### src/rtl/hg_query_arbiter_pkg.sv
// Shared widths, requester ids and default credit budget for the homography query arbiter.
package hg_query_arbiter_pkg;
    localparam int COORD_W             = 10;
    localparam int R_W                 = 5;
    localparam int G_W                 = 6;
    localparam int B_W                 = 5;
    localparam int OUT_W               = 3;
    localparam int STAT_W              = 16;
    localparam int MAX_OUTSTANDING_DEF = 5;
    localparam int TAG_AW_DEF          = 3;

    localparam logic REQ_DVI = 1'b0;
    localparam logic REQ_CCD = 1'b1;
endpackage

### src/rtl/hg_query_arbiter_tag_fifo.sv
// Circular 1-bit tag FIFO; its occupancy count doubles as the in-flight credit counter.
module hg_tag_fifo
    import hg_query_arbiter_pkg::*;
#(
    parameter int DEPTH = MAX_OUTSTANDING_DEF,
    parameter int AW    = TAG_AW_DEF
) (
    input  logic             clk,
    input  logic             rst_n,
    input  logic             push_i,
    input  logic             pop_i,
    input  logic             din_i,
    output logic             dout_o,
    output logic             empty_o,
    output logic             full_o,
    output logic [OUT_W-1:0] count_o
);
    localparam logic [OUT_W-1:0] DEPTH_C = OUT_W'(DEPTH);
    localparam logic [AW-1:0]    LAST_C  = AW'(DEPTH - 1);

    logic [2**AW-1:0] mem_q;
    logic [AW-1:0]    wptr_q, wptr_d;
    logic [AW-1:0]    rptr_q, rptr_d;
    logic [OUT_W-1:0] count_q, count_d;
    logic             push_ok, pop_ok;

    assign empty_o = (count_q == '0);
    assign full_o  = (count_q == DEPTH_C);
    assign count_o = count_q;
    assign dout_o  = mem_q[rptr_q];

    // A push into a full FIFO is legal only when the head leaves in the same cycle.
    assign push_ok = push_i & (~full_o | pop_i);
    assign pop_ok  = pop_i & ~empty_o;

    always_comb begin
        wptr_d  = wptr_q;
        rptr_d  = rptr_q;
        count_d = count_q;
        if (push_ok) begin
            wptr_d = (wptr_q == LAST_C) ? '0 : wptr_q + AW'(1);
        end
        if (pop_ok) begin
            rptr_d = (rptr_q == LAST_C) ? '0 : rptr_q + AW'(1);
        end
        case ({push_ok, pop_ok})
            2'b10:   count_d = count_q + OUT_W'(1);
            2'b01:   count_d = count_q - OUT_W'(1);
            default: count_d = count_q;
        endcase
    end

    always_ff @(posedge clk) begin
        if (!rst_n) begin
            wptr_q  <= '0;
            rptr_q  <= '0;
            count_q <= '0;
        end else begin
            wptr_q  <= wptr_d;
            rptr_q  <= rptr_d;
            count_q <= count_d;
        end
    end

    always_ff @(posedge clk) begin
        if (push_ok) begin
            mem_q[wptr_q] <= din_i;
        end
    end
endmodule

### src/rtl/hg_query_arbiter.sv
// Round-robin, credit-limited sharing of the homography lookup between the DVI and CCD paths.
// Optional grant statistics outputs are enabled with `define HG_ARB_STATS_EN.
module hg_query_arbiter
    import hg_query_arbiter_pkg::*;
#(
    parameter int MAX_OUTSTANDING = MAX_OUTSTANDING_DEF,
    parameter int TAG_AW          = TAG_AW_DEF
) (
    input  logic               clk_25,
    input  logic               rst_n,
    input  logic               req0_valid,
    input  logic [COORD_W-1:0] req0_x,
    input  logic [COORD_W-1:0] req0_y,
    output logic               req0_grant,
    input  logic               req1_valid,
    input  logic [COORD_W-1:0] req1_x,
    input  logic [COORD_W-1:0] req1_y,
    output logic               req1_grant,
    output logic               start,
    output logic [COORD_W-1:0] query_x,
    output logic [COORD_W-1:0] query_y,
    input  logic               ready,
    input  logic [R_W-1:0]     r,
    input  logic [G_W-1:0]     g,
    input  logic [B_W-1:0]     b,
    output logic               rsp0_valid,
    output logic               rsp1_valid,
    output logic [R_W-1:0]     rsp_r,
    output logic [G_W-1:0]     rsp_g,
    output logic [B_W-1:0]     rsp_b,
    output logic [OUT_W-1:0]   outstanding,
    output logic               err
`ifdef HG_ARB_STATS_EN
    ,
    output logic [STAT_W-1:0]  gnt0_cnt,
    output logic [STAT_W-1:0]  gnt1_cnt
`endif
);
    logic               last_grant_q, last_grant_d;
    logic               start_q, start_d;
    logic [COORD_W-1:0] query_x_q, query_x_d;
    logic [COORD_W-1:0] query_y_q, query_y_d;
    logic               rsp0_valid_q, rsp0_valid_d;
    logic               rsp1_valid_q, rsp1_valid_d;
    logic [R_W-1:0]     rsp_r_q, rsp_r_d;
    logic [G_W-1:0]     rsp_g_q, rsp_g_d;
    logic [B_W-1:0]     rsp_b_q, rsp_b_d;
    logic               err_q, err_d;

    logic               fifo_empty, fifo_full, fifo_tag;
    logic               can_issue, grant0, grant1, grant_any, pop;

    hg_tag_fifo #(
        .DEPTH (MAX_OUTSTANDING),
        .AW    (TAG_AW)
    ) u_tag_fifo (
        .clk     (clk_25),
        .rst_n   (rst_n),
        .push_i  (grant_any),
        .pop_i   (ready),
        .din_i   (grant1),
        .dout_o  (fifo_tag),
        .empty_o (fifo_empty),
        .full_o  (fifo_full),
        .count_o (outstanding)
    );

    // A returning result frees its credit in time for a same-cycle issue.
    assign can_issue = ~fifo_full | ready;
    assign pop       = ready & ~fifo_empty;

    always_comb begin
        grant0 = 1'b0;
        grant1 = 1'b0;
        if (can_issue) begin
            if (req0_valid && req1_valid) begin
                if (last_grant_q == REQ_DVI) grant1 = 1'b1;
                else                         grant0 = 1'b1;
            end else if (req0_valid) begin
                grant0 = 1'b1;
            end else if (req1_valid) begin
                grant1 = 1'b1;
            end
        end
    end

    assign grant_any  = grant0 | grant1;
    assign req0_grant = grant0;
    assign req1_grant = grant1;

    always_comb begin
        last_grant_d = last_grant_q;
        start_d      = grant_any;
        query_x_d    = query_x_q;
        query_y_d    = query_y_q;
        rsp0_valid_d = pop & (fifo_tag == REQ_DVI);
        rsp1_valid_d = pop & (fifo_tag == REQ_CCD);
        rsp_r_d      = rsp_r_q;
        rsp_g_d      = rsp_g_q;
        rsp_b_d      = rsp_b_q;
        err_d        = err_q | (ready & fifo_empty);
        if (grant0) begin
            last_grant_d = REQ_DVI;
            query_x_d    = req0_x;
            query_y_d    = req0_y;
        end else if (grant1) begin
            last_grant_d = REQ_CCD;
            query_x_d    = req1_x;
            query_y_d    = req1_y;
        end
        if (pop) begin
            rsp_r_d = r;
            rsp_g_d = g;
            rsp_b_d = b;
        end
    end

    always_ff @(posedge clk_25) begin
        if (!rst_n) begin
            last_grant_q <= REQ_CCD;
            start_q      <= 1'b0;
            query_x_q    <= '0;
            query_y_q    <= '0;
            rsp0_valid_q <= 1'b0;
            rsp1_valid_q <= 1'b0;
            rsp_r_q      <= '0;
            rsp_g_q      <= '0;
            rsp_b_q      <= '0;
            err_q        <= 1'b0;
        end else begin
            last_grant_q <= last_grant_d;
            start_q      <= start_d;
            query_x_q    <= query_x_d;
            query_y_q    <= query_y_d;
            rsp0_valid_q <= rsp0_valid_d;
            rsp1_valid_q <= rsp1_valid_d;
            rsp_r_q      <= rsp_r_d;
            rsp_g_q      <= rsp_g_d;
            rsp_b_q      <= rsp_b_d;
            err_q        <= err_d;
        end
    end

    assign start      = start_q;
    assign query_x    = query_x_q;
    assign query_y    = query_y_q;
    assign rsp0_valid = rsp0_valid_q;
    assign rsp1_valid = rsp1_valid_q;
    assign rsp_r      = rsp_r_q;
    assign rsp_g      = rsp_g_q;
    assign rsp_b      = rsp_b_q;
    assign err        = err_q;

`ifdef HG_ARB_STATS_EN
    logic [STAT_W-1:0] gnt0_cnt_q, gnt0_cnt_d;
    logic [STAT_W-1:0] gnt1_cnt_q, gnt1_cnt_d;

    always_comb begin
        gnt0_cnt_d = gnt0_cnt_q;
        gnt1_cnt_d = gnt1_cnt_q;
        if (grant0 && (gnt0_cnt_q != '1)) gnt0_cnt_d = gnt0_cnt_q + STAT_W'(1);
        if (grant1 && (gnt1_cnt_q != '1)) gnt1_cnt_d = gnt1_cnt_q + STAT_W'(1);
    end

    always_ff @(posedge clk_25) begin
        if (!rst_n) begin
            gnt0_cnt_q <= '0;
            gnt1_cnt_q <= '0;
        end else begin
            gnt0_cnt_q <= gnt0_cnt_d;
            gnt1_cnt_q <= gnt1_cnt_d;
        end
    end

    assign gnt0_cnt = gnt0_cnt_q;
    assign gnt1_cnt = gnt1_cnt_q;
`endif
endmodule

### config.mk
export PLATFORM = sky130hd
export DESIGN_NAME = hg_query_arbiter
export DESIGN_NICKNAME = d
export VERILOG_FILES = /design/src/rtl/hg_query_arbiter_pkg.sv /design/src/rtl/hg_query_arbiter_tag_fifo.sv /design/src/rtl/hg_query_arbiter.sv
export SDC_FILE = /design/constraint.sdc
export NUM_CORES = 1
export LEC_CHECK = 0
export ABC_AREA = 1
export BUFFER_PORTS_ARGS = -buffer_cell sky130_fd_sc_hd__buf_2
export CORE_ASPECT_RATIO = 2
export CORE_MARGIN = 1.5
export CORE_UTILIZATION = 32
export DETAILED_ROUTE_END_ITERATION = 8
export PLACE_DENSITY_LB_ADDON = 0.2
export SYNTH_ARGS = -nofsm -noshare
export SYNTH_HDL_FRONTEND = slang
export SYNTH_SLANG_ARGS = --single-unit
### constraint.sdc
create_clock -name clk_25 -period 3.2 [get_ports clk_25]
set_input_delay 0.96 -clock clk_25 [delete_from_list [all_inputs] [get_ports clk_25]]
set_output_delay 0.96 -clock clk_25 [all_outputs]
set_load 0.03 [all_outputs]
; ---- Word level (Yosys, flattened, before mapping)
; Cells that the tools add are included.
[word_totals]
regBits = 58
[op_classes]
reduce_logical = 5
n_addsub = 4
eq_ne = 5
muxes = 23
bitwise_logic = 11
magnitude_cmp = 3
[ops]
columns = cell, n
row1 = 10-bit 2-to-1 mux, 4
row2 = 1-bit 2-to-1 mux, 13
row3 = "3-bit by 1-bit adder with 3-bit output, second input constant", 3
row4 = "3-bit equality test, second input constant", 3
row5 = 8-bit bitwise mux, 1
row6 = "3-bit by 4-bit < comparator with 1-bit output, second input constant", 2
row7 = 3-bit 2-to-1 mux, 2
row8 = 3-bit case mux with 2 select lines, 1
row9 = 1-bit bitwise AND, 5
row10 = 2-bit nonzero test, 2
row11 = 1-bit binary-select mux with 3-bit select, 1
row12 = 1-bit demux with 3-bit select, 1
row13 = "3-bit by 1-bit >= comparator with 1-bit output, second input constant", 1
row14 = 3-bit logical NOT, 1
row15 = 1-bit NOT, 3
row16 = 1-bit OR, 3
row17 = "3-bit by 1-bit subtractor with 3-bit output, second input constant", 1
row18 = "2-bit by 1-bit equality test with 1-bit output, second input constant", 1
row19 = "2-bit equality test, second input constant", 1
row20 = 1-bit logical AND, 2

; ---- Depth between registers and ports, before layout
; Gate-level depths: netlist of the first run.
[depth]
ltp_word = 8
ltp_mapped = 14

; ---- Modules after synthesis
; Synthesis of the first run repeated with hierarchy kept, for this count alone.
[unflattened]
cells_unflattened = 380
area_unflattened_um2 = 2771.4
[modules_own_cells]
columns = mod, n_inst, area_each_um2, cells_each
row1 = hg_query_arbiter, 1, 1843.0, 268
row2 = hg_tag_fifo, 1, 928.4, 112

; ---- Worst setup path after synthesis of the first run
; No wires, ideal clock.
[synth_timing]
path_type = input to register
from = input ready
to = register u_tag_fifo.count_q[2] (netlist: u_tag_fifo.count_o[2])
arrival_ns = 2.578
slack_ns = 0.500
setup_time_ns = 0.122
path_buffers = 1
t_required_ns = 3.078
stages = 13
cell_sequence = nor2_1 nand2_2 nand2_2 nand2_4 inv_2 buf_2 ha_1 inv_1 fa_1 a21oi_1 o21ai_0 o21ai_0 a21oi_1
[synth_via]
elab_chain_cells = 6
[synth_rtl]
columns = item, line_no
row1 = from (decl), hg_query_arbiter.sv:22  ; input logic ready,
row2 = 1-bit OR, "hg_query_arbiter_tag_fifo.sv:33, hg_query_arbiter.sv:69"
row3 = 1-bit 2-to-1 mux, hg_query_arbiter.sv:75  ; if (can_issue) begin
row4 = 1-bit OR, hg_query_arbiter.sv:87  ; assign grant_any = grant0 | grant1;
row5 = 1-bit bitwise AND, hg_query_arbiter_tag_fifo.sv:33  ; assign push_ok = push_i & (~full_o | pop_i);
row6 = 2-bit by 1-bit equality test with 1-bit output or 2-bit equality test (tied branches), hg_query_arbiter_tag_fifo.sv:46  ; case ({push_ok, pop_ok})
row7 = 3-bit case mux with 2 select lines or 2-bit nonzero test (tied branches), --
row8 = to (signal assigned), hg_query_arbiter_tag_fifo.sv:61  ; count_q <= count_d;
row9 = to (decl), hg_query_arbiter_tag_fifo.sv:24  ; logic [OUT_W-1:0] count_q, count_d;
; Parallel ways exist; a longest one is shown, timed or not.
; A chain may end at the register's enable or synchronous reset.

; ---- Worst setup path in the final report of the first run
[layout_timing]
from = input ready
to = output req1_grant
[layout_via]
elab_chain_cells = 2
[layout_rtl]
columns = item, line_no
row1 = 1-bit OR, hg_query_arbiter.sv:69  ; assign can_issue = ~fifo_full | ready;
row2 = 1-bit 2-to-1 mux, hg_query_arbiter.sv:75
row3 = to (decl), hg_query_arbiter.sv:18  ; output logic req1_grant,
; No other way between the ends.

==> results of run 1 <==
cell usage in the layout (no fill, tap or decap), types with 2 or more instances in the layout:
cell type    n
buf_2      105
nand2_1     61
inv_1       57
dfxtp_1     50
nand3_1     43
nor2_1      43
a21oi_1     32
o21ai_0     30
clkbuf_16   10
nor3_1       8
edfxtp_1     8
buf_4        7
ha_1         5
nand2_2      3
clkinv_1     2
inv_2        2
clkbuf_8     2
bufinv_16    2
layout make-up:
type / count / area [um2]
Multi-Input combinational cell: 230 / 1090
Clock inverter: 3 / 66.3
Inverter: 61 / 229
Timing Repair Buffer: 112 / 578
Tap cell: 96 / 120
Clock buffer: 13 / 282
Fill cell: 818 / 4390
Sequential cell: 58 / 1240
path summary, 6_finish.rpt:
| check | endpoint | slack, ns | from | cells after the start |
|---|---|---|---|---|
| setup reg to reg | u_tag_fifo.count_o[2] | 1.04 | u_tag_fifo.count_o[0] | 13 |
| hold / removal | err | 0.46 | err | 2 |
| hold reg to reg | err | 0.46 | err | 2 |
| setup / recovery | req1_grant | 0.41 | ready | 6 |
power breakdown:
group          switching [mW]  internal [mW]  leakage, nW  total (mW)
Sequential             0.0832          0.874        0.487       0.957
Combinational           0.574          0.265         1.21       0.839
Clock                   0.322          0.771        0.172        1.09
Total                   0.979           1.91         1.87        2.89
critical path, stage by stage:
cell and delay [ns]:
buf_2 0.10, nor2_1 0.05, nand2_2 0.16, nand2_2 0.11
inv_1 0.20, buf_2 0.25
sequential cells by signal (all words and copies together) (netlist names):
name / flops
err: 1
u_tag_fifo.mem_q: 8
query_y: 10
rsp_g: 6
query_x: 10
rsp1_valid: 1
rsp0_valid: 1
rsp_r: 5
u_tag_fifo.wptr_q: 3
u_tag_fifo.count_o: 3
rsp_b: 5
start: 1
last_grant_q: 1
u_tag_fifo.rptr_q: 3
through the flow:
step,std cells,power (mW),worst slack (ns)
2_1_floorplan,368,1.56,0.500
3_3_place_gp,557,1.81,0.386
3_5_place_dp,557,1.82,0.352
4_1_cts,573,2.93,0.386
5_1_grt,573,3.06,0.320
6_report,573,2.89,0.414
Yosys cell counts:
cell	number	area, um2
o21ai_0	30	150
nand4_1	1	6.26
a21oi_2	1	8.76
inv_2	2	7.51
nor3_1	8	40.0
buf_2	8	40.0
nand2_2	3	18.8
a21oi_1	32	160
inv_1	57	214
clkinv_1	2	7.51
o211ai_1	1	7.51
nand2_1	61	229
nand3_1	43	215
dfxtp_1	50	1000
edfxtp_1	8	240
clkbuf_1	9	33.8
ha_1	5	62.6
fa_1	1	20.0
nand2_4	1	11.3
nor2_1	43	161
buf_6	2	22.5
kinds of logic (layout without fill, tap and decap cells):
kind of cell    count (synthesis)  count (layout)  share of synthesized area
buf+inv                        80             189                      0.122
simple gates                  160             160                      0.257
fa+ha+maj                       6               6                     0.0311
compound gates                 64              64                      0.123
flops                          58              58                      0.467
metal layers:
metal / wire length [um] / share of wire / global-route usage / vias up
met1: 2550 / 0.39 / 0.153 / 1148
met3: 377 / 0.057 / 0.0401 / 6
met2: 3590 / 0.54 / 0.289 / 83
met5: 0 / 0 / 0 / -
met4: 77 / 0.012 / 0.0692 / 0
li1: - / - / - / 1374
==> metrics, run 1 <==
Fin. Hold Viols=0; n_diodes=0; gr ovfl total=0; Finished Cell Area=3610 um2; Slew headroom=0.495; Seq/Total Area, Yosys=0.467; Mapped Avg Cell Area=7.22 um2; Max Cap Viol=0; Hold WC Path Type=reg2reg; Layout area overhead=35.7%; Data required, critical path=approximately 2.2 ns; Placement Rows=46; Post-CTS Resized=0; Die ar.=8890 um2; RSZ-0062 raised after global routing=no; crit share post-route=0.871; Clock Latency Late Sink=about 0.32 ns; utilization after layout=0.451; initial antenna violation count=0; Num CTS Buffers=9; Synth cell types=21; leakage power=1.87 nW; Post-CTS Hold Buffers=0; Die W=67.4 um; Nets=approximately 540; PortBufs=around 110; vias in the first global route=roughly 2500; synth warn=0; Core Footprint=8000 um2; DR WL/cell=11.5 um; status=complete, no violations; Min Hold Slack=0.455 ns; post-synth net total=~440; CTS tree=built; largest net degree at the start of global routing=32; Initial Utilization=0.332; clk_skew=0.00533 ns; DR iter-0 viols=122; Synth Cell Area=~2700 um2; antenna-violating nets left=0; final estimated routing congestion in global placement=0.780; # setup viols final=0; Setup Fix Bufs, Post-CTS=0; Vias/cell=between 4 and 5; Tot GR Track Use=0.156; Worst Setup Start Kind=input pin; Pins Over Slew Limit=0; CP Data Arrival Time=1.83 ns; clock slew at reported path FFs=0.05 ns; clock buffer depth=2; drt pass-1 iters=4; I/O Pins=~110; Residual DRC=0; pwr/cell area=801 nW/um2; Die Height=132 um; f_max=359 MHz; Total Wirelength=6.59 mm; first-pass GRT wire length=10.8 mm; CP Class=in2out; post-layout min period=between 2 and 3 ns; vias=2611; setup_tns=0 ns; post-synthesis cell count=368; CTS sink count=between 50 and 60; dpl hpwl=4.87 mm; fraction of layout cells with a size suffix above 1=0.281; crit-path max FO=9; #FFs+latches synth=just under 60; Setup crit end kind=output pin; worst vdd ir=~340 uV; H-tree Lvls=3; Root Driver=clkbuf_16; Placed Area=between 3000 and 4000 um2; worst slew pin tran=0.757 ns
Note: power is estimated with default switching activity, not from simulation.
==> inputs of run 2 (changes only) <==
--- a/config.mk
+++ b/config.mk
@@ -5,7 +5,6 @@
 export SDC_FILE = /design/constraint.sdc
 export NUM_CORES = 1
 export LEC_CHECK = 0
-export ABC_AREA = 1
 export BUFFER_PORTS_ARGS = -buffer_cell sky130_fd_sc_hd__buf_2
 export CORE_ASPECT_RATIO = 2
 export CORE_MARGIN = 1.5
==> metrics, run 2 <==
status=complete, no violations; Vias/cell=5.21 (+14%); Synth Flop Type=dfxtp_1; Root Driver=clkbuf_16; P_sw=864 uW (-12%); post-synth net total=361 (-17%); Seq/Total Area, Yosys=0.458 (-0.00948); sw frac=0.336 (-0.00317); CP Data Arrival Time=1.93 ns (+0.10 ns); Logic pwr share=0.284 (-0.006); Synth area leaders=dfxtp_1 (37%), edfxtp_1 (8.9%), o221a_1 (8.3%); Pint=1.71 mW (-10%); utilization after layout=0.436 (-0.0144); crit share post-route=0.904 (+0.0334); I/O Pins=106 (unchanged); drt pass-1 iters=5 (+1); Num CTS Buffers=9 (unchanged); vias=2586 (-0.96%); Die W=68.1 um (+0.99%); Worst Setup Start Kind=input pin; Tot GR Track Use=0.173 (+0.0169); Post-CTS Hold Buffers=0 (unchanged); Max Cap Viol=0 (unchanged); clk_skew=0.00383 ns (-0.00151 ns); Pins Over Slew Limit=0 (unchanged); Mapped Avg Cell Area=9.23 um2 (+28%); f_max=346 MHz (-3.7%); antenna-violating nets left=0 (unchanged); Clock Latency Late Sink=0.33 ns (about the same); top cell type's share of synthesized area=0.369 (-0.00764); Filler cells=848 (+3.7%); crit-path max FO=9 (unchanged); pwr/cell area=717 nW/um2 (-10%); Hold WC Path Type=reg2reg; post-layout min period=2.89 ns (+0.107 ns); most frequent cells in the layout=buf_2 (105), dfxtp_1 (50), nand2_1 (40); CP Class=in2out; Placement Rows=47 (+2.2%); asr flop ratio synth=0 (unchanged); PortBufs=105 (unchanged); cell taking the most area after synthesis=dfxtp_1; worst vdd ir=323 uV (-4.2%); worst slew pin tran=0.792 ns (+0.0351 ns); setup_tns=0 ns (unchanged); Clk pwr share=0.353 (-0.025); initial antenna violation count=0 (unchanged); H-tree Lvls=3 (unchanged); Residual DRC=0 (unchanged); Total Wirelength=7.40 mm (+12%); clock buffer depth=2 (unchanged); Die Height=133 um (+1.0%); #FFs+latches synth=58 (unchanged); gr ovfl total=0 (unchanged); dpl hpwl=5.12 mm (+5.2%); Setup crit end kind=output pin; count leader, synth=dfxtp_1; Setup Fix Bufs, Post-CTS=0 (unchanged); final estimated routing congestion in global placement=0.809 (+3.7%); DR iter-0 viols=89 (-27%); Synth cell types=32 (+52%); Core Footprint=8230 um2 (+2.9%); Post-CTS Resized=0 (unchanged); RSZ-0062 raised after global routing=no; synth warn=0 (unchanged); largest net degree at the start of global routing=41 (+28%); # setup viols final=0 (unchanged); post-synthesis cell count=294 (-20%); Nets=460 (-15%); n_diodes=0 (unchanged); Synth Cell Area=2710 um2 (+2.1%); leakage power=1.63 nW (-13%); fraction of layout cells with a size suffix above 1=0.337 (+0.0558); Fin. Hold Viols=0 (unchanged); synth cell count leaders=dfxtp_1 (50), nand2_1 (40), inv_1 (29), a21oi_1 (26), a31oi_1 (21); clock slew at reported path FFs=0.05 ns (about the same); Flop pwr share=0.363 (+0.032); vias in the first global route=2470 (+0.82%); Min Hold Slack=0.448 ns (-0.00750 ns); DR WL/cell=14.9 um (+30%); Slew headroom=0.469 (-0.0261); Post-synth EDFFs=8 (unchanged); CTS tree=built; most common cell after layout, fill and taps aside=buf_2; Die ar.=9070 um2 (+2.0%); CTS sink count=58 (unchanged); Data required, critical path=2.24 ns (about the same); Layout area overhead=32.5%; Initial Utilization=0.329 (-0.00270); first-pass GRT wire length=11.7 mm (+8.9%)
-- run 2: cell types whose count changed in the layout (fill, tap and decap cells not counted), sizes merged, moves of 3 or more --
| cell | before | now |
|---|---|---|
| nand3 | 43 | 1 |
| nand2 | 65 | 40 |
| inv | 60 | 29 |
| a31oi | 0 | 21 |
| o21ai | 30 | 7 |
| o221a | 0 | 20 |
| a311o | 0 | 20 |
| nor2 | 43 | 11 |
| buf | 112 | 116 |
| and3 | 0 | 3 |
| a21oi | 33 | 26 |
-- run 2: metrics by stage --
step	setup slack, ns	power [mW]	std cells	cell area [um2]
3_3_place_gp	0.302	1.68	480	3310
3_5_place_dp	0.290	1.69	480	3310
6_report	0.307	2.58	496	3590
5_1_grt	0.213	2.73	496	3590
4_1_cts	0.286	2.61	496	3590
2_1_floorplan	0.378	1.45	294	2710
-- run 2: routing by layer --
metal  track usage  vias up  part of all wire
li1              -     1271                 -
met1         0.186     1227              0.38
met2         0.297       79              0.54
met3        0.0473        9             0.059
met4        0.0833        0             0.017
met5             0        -                 0
-- run 2: layout make-up --
type,count,area (um2),share of cell area
clock inverter,4,42.5,0.0118
sequential,58,1240,0.345
inverter,30,113,0.0313
clock buffer,12,236,0.0658
timing repair buffer,116,608,0.169
multi-input combinational,178,1230,0.342
tap,98,123,0.0341
-- run 2: cells by family after synthesis --
| logic type | Yosys count | share of synthesized area |
|---|---|---|
| buffers and inverters | 58 | 0.0973 |
| xor gates and xnor gates | 2 | 0.00646 |
| muxes | 3 | 0.0203 |
| adders and majority gates | 6 | 0.0304 |
| and+or+nand+nor | 72 | 0.119 |
| DFF | 58 | 0.458 |
| AOI/OAI and AO/OA | 95 | 0.269 |
-- run 2: worst max-delay path: stages --
cell	delay, ns
buf_2	0.14
nand4bb_1	0.20
and3_1	0.36
buf_2	0.26
-- run 2: path summary, 6_finish.rpt --
kind | from | endpoint | slack, ns | cells after the start
setup / recovery | ready | req1_grant | 0.31 | 4
hold / removal | rsp_b[1] | rsp_b[1] | 0.45 | 2
setup reg to reg | u_tag_fifo.count_o[2] | u_tag_fifo.count_o[2] | 0.91 | 9
hold reg to reg | rsp_b[1] | rsp_b[1] | 0.45 | 2
-- run 2: power groups by stage --
| stage | combinational, mW | clock [mW] | sequential [mW] |
|---|---|---|---|
| final | 0.732 | 0.909 | 0.935 |
| after global routing | 0.810 | 0.964 | 0.955 |
| after CTS | 0.740 | 0.930 | 0.937 |
| after detailed placement | 0.739 | 0 | 0.950 |
| after global placement | 0.732 | 0 | 0.947 |
| after floorplan | 0.351 | 0 | 1.10 |
